**config.mk**
```make
export PLATFORM = sky130hd
export DESIGN_NAME = imem_program_loader
export DESIGN_NICKNAME = d
export VERILOG_FILES = /design/src/rtl/imem_loader_pkg.sv /design/src/rtl/imem_byte_assembler.sv /design/src/rtl/imem_program_loader.sv
export SDC_FILE = /design/constraint.sdc
export NUM_CORES = 1
export LEC_CHECK = 0
export BUFFER_PORTS_ARGS = -buffer_cell sky130_fd_sc_hd__buf_2
export CAP_MARGIN = 5
export CORE_MARGIN = 4
export CORE_UTILIZATION = 54
export CTS_BUF_LIST = sky130_fd_sc_hd__clkbuf_8
export DETAILED_ROUTE_END_ITERATION = 7
export PLACE_DENSITY = 0.79
export SYNTH_ARGS = -nofsm -noshare
export SYNTH_HDL_FRONTEND = slang
export SYNTH_SLANG_ARGS = --single-unit
```
**constraint.sdc**
```tcl
create_clock -name clk -period 3.1 [get_ports clk]
set_input_delay 0.465 -clock clk [delete_from_list [all_inputs] [get_ports clk]]
set_output_delay 0.465 -clock clk [all_outputs]
set_load 0.03 [all_outputs]
```
**src/rtl/imem_loader_pkg.sv**
```systemverilog
// Shared types and constants for the instruction-memory program loader.
package imem_loader_pkg;

  localparam int BYTE_W    = 8;
  localparam int HDR_BYTES = 4;

  typedef enum logic [2:0] {
    IDLE,
    HEADER,
    DATA,
    WRITE,
    DONE,
    ERROR
  } loader_state_t;

endpackage

```
**src/rtl/imem_byte_assembler.sv**
```systemverilog
// Byte-lane counter plus little-endian insert register; the first byte lands in bits [7:0].
module imem_byte_assembler
  import imem_loader_pkg::*;
#(
  parameter int OUT_W = 32
) (
  input  logic              clk,
  input  logic              rst,
  input  logic              clear,
  input  logic              byte_en,
  input  logic [BYTE_W-1:0] byte_in,
  output logic              last,
  output logic [OUT_W-1:0]  word_nxt
);

  localparam int LANES = OUT_W / BYTE_W;
  localparam int CNT_W = (LANES > 1) ? $clog2(LANES) : 1;

  logic [CNT_W-1:0] cnt;
  logic [OUT_W-1:0] word_q;

  assign last = (int'(cnt) == LANES - 1);

  // word_nxt already contains the byte being accepted, so the consumer can act on it in the same cycle
  always_comb begin
    word_nxt = word_q;
    if (byte_en) begin
      word_nxt[BYTE_W*int'(cnt) +: BYTE_W] = byte_in;
    end
  end

  always_ff @(posedge clk) begin
    if (rst || clear) begin
      cnt <= '0;
    end else if (byte_en) begin
      cnt <= last ? '0 : cnt + 1'b1;
    end
  end

  always_ff @(posedge clk) begin
    word_q <= word_nxt;
  end

endmodule

```
**src/rtl/imem_program_loader.sv**
```systemverilog
// Streams a length-prefixed instruction image into instruction memory through the
// debug write port, keeping the fetch stage held until the image is complete.
module imem_program_loader
  import imem_loader_pkg::*;
#(
  parameter int              XLEN               = 64,
  parameter int              INSTRUCTION_LENGTH = XLEN / 2,
  parameter logic [XLEN-1:0] BASE_ADDR          = '0,
  parameter int              MAX_WORDS          = 1024
) (
  input  logic                          clk,
  input  logic                          rst,
  input  logic                          start,
  input  logic                          in_valid,
  input  logic [BYTE_W-1:0]             in_data,
  output logic                          in_ready,
  output logic                          dbg_wr_en,
  output logic [XLEN-1:0]               dbg_addr,
  output logic [INSTRUCTION_LENGTH-1:0] dbg_instr,
  output logic                          cpu_hold,
  output logic                          busy,
  output logic                          done,
  output logic                          error,
  output logic [31:0]                   words_loaded
);

  localparam int HDR_W = HDR_BYTES * BYTE_W;

  loader_state_t state, state_nxt;

  logic                          clr;
  logic                          hdr_en, hdr_last, dat_en, dat_last;
  logic [HDR_W-1:0]              hdr_word_nxt;
  logic [INSTRUCTION_LENGTH-1:0] dat_word_nxt;
  logic [31:0]                   count_q;
  logic [31:0]                   word_idx;
  logic                          hdr_bad;
  logic                          last_word;

  assign hdr_en    = (state == HEADER) && in_valid;
  assign dat_en    = (state == DATA) && in_valid;
  assign hdr_bad   = (hdr_word_nxt == '0) || (hdr_word_nxt > 32'(MAX_WORDS));
  assign last_word = (word_idx + 32'd1 == count_q);

  imem_byte_assembler #(.OUT_W(HDR_W)) u_hdr_asm (
    .clk      (clk),
    .rst      (rst),
    .clear    (clr),
    .byte_en  (hdr_en),
    .byte_in  (in_data),
    .last     (hdr_last),
    .word_nxt (hdr_word_nxt)
  );

  imem_byte_assembler #(.OUT_W(INSTRUCTION_LENGTH)) u_dat_asm (
    .clk      (clk),
    .rst      (rst),
    .clear    (clr),
    .byte_en  (dat_en),
    .byte_in  (in_data),
    .last     (dat_last),
    .word_nxt (dat_word_nxt)
  );

  // All status outputs decode straight from the registered state
  always_comb begin
    state_nxt = state;
    clr       = 1'b0;
    in_ready  = 1'b0;
    dbg_wr_en = 1'b0;
    cpu_hold  = 1'b0;
    busy      = 1'b0;
    done      = 1'b0;
    error     = 1'b0;
    case (state)
      IDLE: begin
        if (start) begin
          state_nxt = HEADER;
          clr       = 1'b1;
        end
      end
      HEADER: begin
        in_ready = 1'b1;
        cpu_hold = 1'b1;
        busy     = 1'b1;
        if (in_valid && hdr_last) begin
          state_nxt = hdr_bad ? ERROR : DATA;
        end
      end
      DATA: begin
        in_ready = 1'b1;
        cpu_hold = 1'b1;
        busy     = 1'b1;
        if (in_valid && dat_last) begin
          state_nxt = WRITE;
        end
      end
      WRITE: begin
        dbg_wr_en = 1'b1;
        cpu_hold  = 1'b1;
        busy      = 1'b1;
        state_nxt = last_word ? DONE : DATA;
      end
      DONE: begin
        done      = 1'b1;
        state_nxt = IDLE;
      end
      ERROR: begin
        error    = 1'b1;
        cpu_hold = 1'b1;
        if (start) begin
          state_nxt = HEADER;
          clr       = 1'b1;
        end
      end
      default: state_nxt = IDLE;
    endcase
  end

  always_ff @(posedge clk) begin
    if (rst) begin
      state        <= IDLE;
      word_idx     <= '0;
      dbg_addr     <= '0;
      dbg_instr    <= '0;
      words_loaded <= '0;
    end else begin
      state <= state_nxt;
      if (clr) begin
        word_idx <= '0;
      end else if (state == WRITE) begin
        word_idx <= word_idx + 32'd1;
      end
      // Address and data are captured as the last byte lands so they are stable for the WRITE cycle
      if (dat_en && dat_last) begin
        dbg_addr  <= BASE_ADDR + XLEN'(word_idx);
        dbg_instr <= dat_word_nxt;
      end
      if (state == WRITE && last_word) begin
        words_loaded <= count_q;
      end
    end
  end

  always_ff @(posedge clk) begin
    if (hdr_en && hdr_last) begin
      count_q <= hdr_word_nxt;
    end
  end

endmodule

```
==> Word-level counts from Yosys, hierarchy flattened <==
Index checks and enable logic that the tools add are counted.
Widths: inputs -> output; s select.
{ "word_totals": {"inputBits": 12, "reg_bits": 231, "word_cells": 68, "out_inout_bits": 134} }
{ "classes": {"n_lt_le_gt_ge": 1, "shifts": 4, "mux": 20, "reduce_logical": 17, "eq_ne": 11, "n_addsub": 5} }
{ "ops": {"columns": ["cell", "count"], "rows": [
  ["$neg 5->33", 2],
  ["$shift 8x33->32 const A", 2],
  ["$shiftx 8x33->32", 2],
  ["$bwmux 32", 2],
  ["$mux 32", 2],
  ["$add 32x1->32 const B", 1],
  ["$eq 32x32->1", 1],
  ["$gt 32x11->1 const B", 1],
  ["$logic_not 32->1", 1],
  ["$mux 3", 5],
  ["$pmux 3 s4", 1],
  ["$mux 1", 8],
  ["$logic_and 1x1->1", 7],
  ["$eq 3x2->1 const B", 2],
  ["$eq 3x3->1 const B", 2],
  ["$ne 2x1->1 const B", 3],
  ["$reduce_or 2->1", 3],
  ["$add 2x1->2 const B", 2],
  ["$eq 2x1->1 const B", 2],
  ["$mux 2", 2],
  ["$reduce_or 4->1", 1],
  ["$eq 3x1->1 const B", 1],
  ["$logic_not 3->1", 1],
  ["$reduce_and 3->1", 1],
  ["2 further kinds", 3]
]} }

==> Logic depth before layout (Yosys ltp) <==
Gate-level depths: netlist of run 1.
{ "depth": {"word_depth": 9, "ltp_mapped": 13, "mapped_depth_nobuf": 10} }

==> By module <==
A second synthesis of run 1 with hierarchy kept.
{ "unflattened": {"cells_unflattened": 1124, "hier_area_um2": 10671.5} }
{ "modules_own_cells": {"columns": ["mod", "cells_per_inst", "instances", "seq_area_each_um2", "area_per_inst_um2"], "rows": [
  ["imem_program_loader", 875, 1, 3583.4, 7895.1],
  ["imem_byte_assembler at u_dat_asm", 131, 1, 680.7, 1405.1],
  ["imem_byte_assembler at u_hdr_asm", 118, 1, 680.7, 1371.3]
]} }

==> Worst setup path after synthesis of run 1 <==
OpenSTA, ideal clock, no wires.
{ "synth_path": {"path_type": "reg-to-reg", "start": "register word_idx[0]", "end": "register words_loaded[10]", "arrival_ns": 3.085, "t_required_ns": 3.030, "path_slack_ns": -0.056, "path_buffers": 4, "synth_period_minus_slack_ns": 3.156, "path_stages_with_launch": 14, "setup_ns": 0.070, "path_cell_list": "dfxtp_1 -> ha_1 -> clkbuf_1 -> nand4_1 -> or4_1 -> clkbuf_1 -> nor4b_1 -> a211oi_1 -> a211oi_1 -> and4_1 -> buf_4 -> buf_6 -> nand3_1 -> a21oi_1"} }
{ "synth_between": {"elab_chain_len": 3} }
{ "synth_lines": {"columns": ["element", "line_no", "rtl"], "rows": [
  ["start, declared", "imem_program_loader.sv:36", "logic [31:0] word_idx;"],
  ["start signal, assigned", "imem_program_loader.sv:132", "word_idx <= word_idx + 32'd1;"],
  ["$add 32x1->32", "imem_program_loader.sv:43", "assign last_word = (word_idx + 32'd1 == count_q);"],
  ["$eq 32x32->1", "imem_program_loader.sv:43", null],
  ["$logic_and 1x1->1", "imem_program_loader.sv:139", "if (state == WRITE && last_word) begin"],
  ["end signal, assigned", "imem_program_loader.sv:140", "words_loaded <= count_q;"],
  ["end, declared", "imem_program_loader.sv:24", "output logic [31:0] words_loaded"]
]} }
No other way between the ends.
A chain may end at the register's enable or synchronous reset.

==> Worst setup path in the final report of run 1 <==
{ "layout_path": {"start": "register word_idx[0]", "end": "register words_loaded[2]"} }
Same word-level chain as after synthesis.

==> run metrics, run 1 <==
Root Buffer=clkbuf_8; CTS buffer count=38; # IOs=146; Util after Layout=65.51%; FF-to-FF setup slack=70 ps; hold_sp=start; Max-Cap Viols=0; Residual DRC=0; mux share of post-synthesis cell area=0.4926%; synthesized flop and latch total=231; largest incremental delay on the critical path=610 ps; type of the worst min-delay path=input pin to flop; maximum VDD drop=0.4075 mV; layout cells sized above 1=18.92%; Gate Count Post-Synth=1,227; vias in the first global route=8,315; status=finished clean; Synth Area per Inst=8.281 µm²; Compound-Gate Fraction of Synth Area=13.88%; WHS Endpoint=state[2]; Setup crit end kind=flop; clk slew on worst S/H paths=60 ps; XOR/XNOR Fraction of Synth Area=5.258%; Hold Crit Depth=4; Pleak=4.749 nW; Simple-Gate Fraction of Synth Area=23.30%; Synth Area in Adders=1.601%; RSZ-0062 raised after global routing=true; largest family of logic cells by synthesized area=simple AND/OR/NAND/NOR gates; Slowest-stage cell, CP=or4_4; max-slew violations=0; design area=11,930 µm²; Die Width=145.2 µm; largest fanout on the critical path=12; sequential area share after synthesis=48.66%; port bufs=113; worst path arrival time=3410 ps; final hold violations=0; routed wire length=26,020 µm; Post-synth EDFFs=32; CTS tree=built; Post-synth ARST share=0%; Worst Tran Pin Value=903.9 ps; Synth warnings=0; Reg2Reg Depth=12; row count=49; minimum clock period=3027 ps; CTS Buffer Depth=3; most frequent cells in the layout=nand2_1, dfxtp_1, a21oi_1; reg-to-reg endpoint=words_loaded[2]; die height=145.2 µm; Area Growth Syn to Fin=17.39%; GP Congestion=0.9380; dpl cell area=11,040 µm²; Core Area=18,210 µm²; power density cells=525.2 nW/µm²; crit-path cells=ha_2, nand4_1, or4_4, buf_6, o21ai_1, nand4_1, nor4_2, nand4_1, buf_6, buf_6, o21ai_0, a21oi_1; Yosys cell types=60; Max Fclk=0.3303 GHz; most common cell after layout, fill and taps aside=nand2_1; Startpoint Class=flop; DR WL/cell=16.07 µm; final net count=1,386; detailed-route via count=8,928; final clock skew=23.23 ps; ANT nets after route=0; Synth Flop Type=dfxtp_1; mapped cell area=10,160 µm²; Reg-to-Reg Start=word_idx[0]; die footprint=21,080 µm²; diodes inserted=0; relative slew slack=39.61%; DR pass1 iterations=5; H-Tree Depth=2; Data required, critical path=3490 ps; initial DRC count=674; Initial Utilization=55.80%; CP Class=flop to flop; clock sinks=231; Final Cycle Share=97.65%; clock insertion delay at the later pin of the skew report=540 ps; initial antenna violation count=0; largest net degree at the start of global routing=55; Via density=5.515; grt ovf=0; Setup violations, final=0; hpwl dp=17,970 µm; Overall Global Routing Usage=23.34%; first-pass GRT wire length=41,460 µm
[final cells by class]
| class | count | area, µm² |
|---|---|---|
| clock buffer | 49 | 674.4 |
| clock inverter | 20 | 113.9 |
| fill | 1507 | 6281 |
| inverter | 15 | 56.30 |
| multi-input combinational | 887 | 4677 |
| sequential | 231 | 4950 |
| tap | 229 | 286.5 |
| timing repair buffer | 188 | 1170 |
[metal layers]
metal	track usage, %	vias to the layer above	part of all wire, %
li1	-	4426	-
met1	29.82	4027	42
met2	38.83	379	46
met3	4.272	96	7.1
met4	10.45	0	4.7
met5	0	-	0
[timing repair]
item | in CTS | in global routing
pin swaps | 0 | 4
hold buffers | 0 | 0
endpoints found under the setup margin | 34 | 34
resized for setup | 3 | 50
cloned | 0 | 3
buffers inserted | 0 | 2
endpoints found under the hold margin | 0 | 0
[where the power goes]
group	leakage [nW]	internal (mW)	switching (mW)
Sequential	1.92	3.11	0.0434
Combinational	2.39	0.119	0.305
Clock	0.440	1.50	1.19
Total	4.75	4.73	1.54
[sequential cells by signal, summed over array words and instances, names as in the netlist]
register / flops
u_hdr_asm.word_q: 32
dbg_addr: 32
words_loaded: 32
state: 3
dbg_instr: 32
u_dat_asm.word_q: 32
u_hdr_asm.cnt: 2
u_dat_asm.cnt: 2
count_q: 32
word_idx: 32
[synth_stat cells (5+ instances only)]
master    count  area (µm²)
nand2_1     288        1081
dfxtp_1     199        3984
a21oi_1     120       600.6
o21ai_0      88       440.4
nand3_1      80       400.4
clkbuf_1     76       285.3
nor2_1       48       180.2
buf_4        36       270.3
xnor2_1      33       289.0
edfxtp_1     32       960.9
xor2_1       28       245.2
nand4_1      17       106.4
or3_1        17       106.4
nor3_1       16       80.08
ha_1         13       162.7
inv_1        13       48.80
nor4_1       12       75.07
and2_1        9       56.30
or4_1         9       67.56
nor3b_1       7       52.55
buf_1         6       22.52
a211oi_1      5       37.54
mux2i_1       5       50.05
o31ai_1       5       37.54
[per-stage QoR]
step | hold slack [ps] | power [mW] | setup TNS [ps] | instances | setup WS, ps
2_1_floorplan | 411.5 | 3.541 | 0 | 1258 | 42.01
3_3_place_gp | 422.4 | 3.621 | 0 | 1545 | 3.840
3_5_place_dp | 426.5 | 3.631 | -1965 | 1545 | -102.3
4_1_cts | 310.4 | 6.320 | 0 | 1614 | 3.710
5_1_grt | 350.8 | 6.521 | -247.7 | 1619 | -36.18
6_report | 350.1 | 6.264 | 0 | 1619 | 72.86
[cells by family after synthesis]
| family | count (synthesis) |
|---|---|
| xor gates and xnor gates | 61 |
| other | 1 |
| adders and majority gates | 13 |
| buffers and inverters | 140 |
| and+or+nand+nor | 524 |
| AOI/OAI and AO/OA | 252 |
| muxes | 5 |
| DFF | 231 |
[how the worst max path moves through the flow]
stage | start | to | slack, ps | cells past startpoint
6_report | word_idx[0] | words_loaded[2] | 70 | 12
4_1_cts | word_idx[0] | words_loaded[12] | 4 | 9
3_5_place_dp | word_idx[0] | words_loaded[7] | -100 | 9
3_3_place_gp | word_idx[0] | words_loaded[29] | 4 | 9
2_1_floorplan | word_idx[0] | words_loaded[10] | 40 | 13
5_1_grt | word_idx[0] | words_loaded[5] | -40 | 12
[critical path: cells and delay by family, from the launching register on]
| family | cells | cell delay, ps |
|---|---|---|
| AO/OA/AOI/OAI | 3 | 380 |
| adder cells (fa/ha/maj) | 1 | 180 |
| buffers and inverters | 3 | 500 |
| flip-flops | 1 | 370 |
| AND/OR/NAND/NOR | 5 | 1460 |
(Power assumes the default switching activity.)
==> inputs of run 2 (changes only) <==
--- a/config.mk
+++ b/config.mk
@@ -11,7 +11,8 @@
 export CORE_UTILIZATION = 54
 export CTS_BUF_LIST = sky130_fd_sc_hd__clkbuf_8
 export DETAILED_ROUTE_END_ITERATION = 7
-export PLACE_DENSITY = 0.79
+export GPL_ROUTABILITY_DRIVEN = 0
+export PLACE_DENSITY = 0.87
 export SYNTH_ARGS = -nofsm -noshare
 export SYNTH_HDL_FRONTEND = slang
 export SYNTH_SLANG_ARGS = --single-unit
==> run 2 against run 1 <==
Utilization grew 0.65 points. Combinational power increased by 2%. Maximum frequency decreased by 2.1%. Clock power rose by 7.4%. Critical endpoint is now state[1]. Sequential cell count stayed put. Cell area rose by 0.99%. Via count up 3.6%. Clock skew up 3.3 ps. Power up 3.4%. Cell count fell by 0.43%. Sequential power about the same.
==> run metrics, run 2 (same netlist as run 1, synthesis figures left out) <==
status=finished clean; CTS tree=built; crit-path cells=inv_2, or4_4, or4_4, a221o_1, nor4_2, and4_4, buf_12, clkbuf_16, a21oi_1, o21a_1; WHS Endpoint=state[2]; cell internal pwr=4.910 mW; layout cells sized above 1=19.81%; Area Growth Syn to Fin=18.54%; CTS Hold Bufs=0; grt ovf=0; CTS Buffer Depth=3; CTS buffer count=36; # IOs=146; Root Buffer=clkbuf_8; H-Tree Depth=2; Cell Count Post-Placement=1,538; largest net degree at the start of global routing=100; Hold Crit Depth=4; first-pass GRT wire length=42,510 µm; Max-Cap Viols=0; type of the worst min-delay path=input pin to flop; CP Class=flop to flop; port bufs=113; most frequent cells in the layout=nand2_1, dfxtp_1, a21oi_1; Reg2Reg Depth=10; DR pass1 iterations=8; WL met3=2406 µm; WL met2=13,270 µm; die footprint=21,080 µm²; Pleak=4.762 nW; Setup crit end kind=flop; final net count=1,380; Data required, critical path=3530 ps; Max Fclk=0.3236 GHz; routed wire length=27,620 µm; ANT nets after route=0; Psw=1.566 mW; power density cells=537.6 nW/µm²; Sw Share=24.18%; Worst path most repeated cell=or4_4; minimum clock period=3091 ps; initial antenna violation count=0; clk slew on worst S/H paths=70 ps; maximum VDD drop=0.4862 mV; clock share of power=44.7%; largest incremental delay on the critical path=550 ps; final clock skew=26.50 ps; Via density=5.738; Worst Tran Pin Value=1085 ps; Util after Layout=66.15%; reg-to-reg endpoint=state[1]; highest metal used=met4; diodes inserted=0; Reg-to-Reg Start=word_idx[8]; met1 WL=10,720 µm; initial DRC count=967; final hold violations=0; worst path arrival time=3520 ps; Initial Utilization=55.80%; Die Width=145.2 µm; vias in the first global route=8,650; Startpoint Class=flop; DR WL/cell=17.13 µm; detailed-route via count=9,250; Residual DRC=0; largest fanout on the critical path=6; Finished Layout Cells=1,612; Filler Cells Inserted=1,439; row count=49; Reg power frac=48.6%; max-slew violations=0; hpwl dp=18,070 µm; Overall Global Routing Usage=24.08%; Final Cycle Share=99.70%; Combinational Power Share=6.7%; relative slew slack=27.67%; Core Area=18,210 µm²; clock insertion delay at the later pin of the skew report=540 ps; FF-to-FF setup slack=9 ps; hold_sp=start; Slowest-stage cell, CP=or4_4; Setup violations, final=0; clock sinks=231; Hold WS=344.0 ps; Pwr Total=6.476 mW; die height=145.2 µm; most common cell after layout, fill and taps aside=nand2_1
## run 2: worst max-delay path by stage
stage	end	from	cells after the start	slack, ps
finish	state[1]	word_idx[8]	10	9
global placement	state[1]	word_idx[1]	9	60
floorplan	words_loaded[10]	word_idx[0]	13	40
global route	words_loaded[11]	word_idx[2]	11	-40
detailed placement	words_loaded[18]	word_idx[1]	9	-30
CTS	words_loaded[16]	word_idx[0]	11	40
## run 2: metrics by stage
stage / cell area [µm²] / setup slack, ps / TNS (ps)
floorplan: 10280 / 42.01 / 0
global placement: 11000 / 58.57 / 0
detailed placement: 11000 / -27.32 / -42.69
CTS: 11840 / 39.97 / 0
global route: 12050 / -36.61 / -224.5
finish: 12050 / 9.345 / 0
## run 2: what timing repair did
item,in CTS,in global routing
pin swaps,1,17
endpoints found under the hold margin,0,0
cloned,0,4
setup buffers,0,4
endpoints found under the setup margin,18,35
resized for setup,5,63
## run 2: power groups by stage
stage	registers [mW]	clock network, mW	logic, mW
CTS	3.15	2.92	0.426
global route	3.15	3.07	0.476
finish	3.15	2.89	0.433
detailed placement	3.21	0	0.421
floorplan	3.19	0	0.349
global placement	3.21	0	0.407
## run 2: routing by layer
layer	track usage, %	vias up
li1	-	4389
met1	29.65	4249
met2	40.09	495
met3	5.332	117
met4	12.01	0
met5	0	-
## run 2: critical path: cells and delay by family (launching register included)
family          cells  cell delay, ps
simple gates        4            1660
buf+inv             3             350
flops               1             360
compound gates      3             610
## run 2: cell type report
cell class | count | area, µm² | area share [%]
Clock inverter | 23 | 234.0 | 1.942
Timing Repair Buffer | 184 | 1189 | 9.868
Inverter | 15 | 56.30 | 0.4674
Multi-Input combinational cell | 887 | 4730 | 39.26
Tap cell | 229 | 286.5 | 2.379
Clock buffer | 43 | 591.8 | 4.913
Sequential cell | 231 | 4959 | 41.17
==> inputs of run 3 (changes only) <==
--- a/config.mk
+++ b/config.mk
@@ -12,6 +12,7 @@
 export CTS_BUF_LIST = sky130_fd_sc_hd__clkbuf_8
 export DETAILED_ROUTE_END_ITERATION = 7
 export GPL_ROUTABILITY_DRIVEN = 0
+export MAX_ROUTING_LAYER = met4
 export PLACE_DENSITY = 0.87
 export SYNTH_ARGS = -nofsm -noshare
 export SYNTH_HDL_FRONTEND = slang
==> run 3 against run 2 <==
Via count hardly changed. Power is 0.12% lower. Sequential cell count stayed put. Register-to-register slack hardly changed. Global-route usage is 0.72 points higher. Largest cell class unchanged. Critical endpoint is now words_loaded[29].
==> run metrics, run 3 (same netlist as run 1, synthesis figures left out) <==
clk slew on worst S/H paths=70 ps; most frequent cells in the layout=nand2_1, dfxtp_1, a21oi_1; final clock skew=24.25 ps; grt ovf=0; Multi-input gate area=4730 µm²; type of the worst min-delay path=input pin to flop; largest fanout on the critical path=12; routed wire length=27,630 µm; Pwr Total=6.468 mW; Hold WS=359.6 ps; die footprint=21,080 µm²; minimum clock period=3088 ps; dpl cell area=11,000 µm²; diodes inserted=0; initial antenna violation count=0; Residual DRC=0; Pleak=4.762 nW; max-slew violations=0; port bufs=113; maximum VDD drop=0.4864 mV; Startpoint Class=flop; clock sinks=231; Initial Utilization=55.80%; Setup violations, final=0; CTS Hold Bufs=0; Setup crit end kind=flop; Max Fclk=0.3239 GHz; CTS tree=built; die height=145.2 µm; final worst slack=12.19 ps; H-Tree Depth=2; worst path arrival time=3450 ps; CP Class=flop to flop; vias in the first global route=8,643; Core Area=18,210 µm²; CTS Buffer Depth=3; ANT nets after route=0; DR pass1 iterations=8; Place WS=-27.32 ps; initial DRC count=1,059; final hold violations=0; largest net degree at the start of global routing=100; row count=49; relative slew slack=27.07%; Data required, critical path=3460 ps; hpwl dp=18,070 µm; power density cells=536.9 nW/µm²; Via density=5.738; first-pass GRT wire length=42,500 µm; CTS buffer count=36; Filler Cells Inserted=1,439; final net count=1,380; DR WL/cell=17.14 µm; Die Width=145.2 µm; Worst Tran Pin Value=1094 ps; Final Cycle Share=99.61%; Max-Cap Viols=0; Overall Global Routing Usage=24.80%; design area=12,050 µm²; clock insertion delay at the later pin of the skew report=540 ps; storage element area=4959 µm²; Root Buffer=clkbuf_8; Area Growth Syn to Fin=18.54%; layout cells sized above 1=19.81%; detailed-route via count=9,249; # IOs=146; most common cell after layout, fill and taps aside=nand2_1; status=finished clean
[run 3: cell counts in the layout (fill, tap and decap cells not counted)]
Identical to the previous run, type by type.
[run 3: routing by layer]
metal	global-route usage, %	vias up	wire, µm
met3	4.927	129	2334
met2	40.16	512	13250
li1	-	4398	-
met4	11.92	0	1268
met5	-	-	0
met1	29.87	4210	10780
[run 3: power breakdown]
part,internal (mW),leakage [nW],switching [mW]
sequential,3.10,1.92,0.0455
combinational,0.119,2.40,0.314
clock,1.69,0.443,1.20
total,4.91,4.76,1.56
[run 3: area by class of cell]
cell class	count	share of cell area (%)
Timing Repair Buffer	184	9.868
Multi-Input combinational cell	887	39.26
Tap cell	229	2.379
Clock inverter	23	1.942
Clock buffer	43	4.913
Inverter	15	0.4674
Sequential cell	231	41.17
[run 3: path summary, 6_finish.rpt]
kind	startpoint	endpoint	slack, ps	cells past startpoint
max	word_idx[1]	words_loaded[29]	10	13
min	start	state[2]	360	4
min reg2reg	u_dat_asm.word_q[24]	u_dat_asm.word_q[24]	440	2
max reg2reg	word_idx[1]	words_loaded[29]	10	13
[run 3: worst max-delay path, stage by stage, from the launching register on]
cell and delay (ps):
dfxtp_4 390, ha_1 180, nand4_1 180, or4_4 540, buf_4 190, o311ai_0 360, o41a_1 220, a211oi_1 50
buf_4 150, and4_4 190, buf_12 130, clkbuf_16 170, nand3_1 90, a21oi_1 70
[run 3: repair_timing]
| action | CTS | global route |
|---|---|---|
| pin swaps | 1 | 17 |
| buffers inserted | 0 | 4 |
| cloned | 0 | 4 |
| resized for setup | 5 | 63 |
| setup endpoints to repair | 18 | 35 |
[run 3: metrics by stage]
step                      util [%]  std cells  setup TNS (ps)
after floorplan                  -       1258               0
after global placement       60.42       1538               0
after detailed placement     60.42       1538          -42.69
after CTS                    65.00       1604               0
after global routing         66.15       1612          -256.9
final                        66.15       1612               0
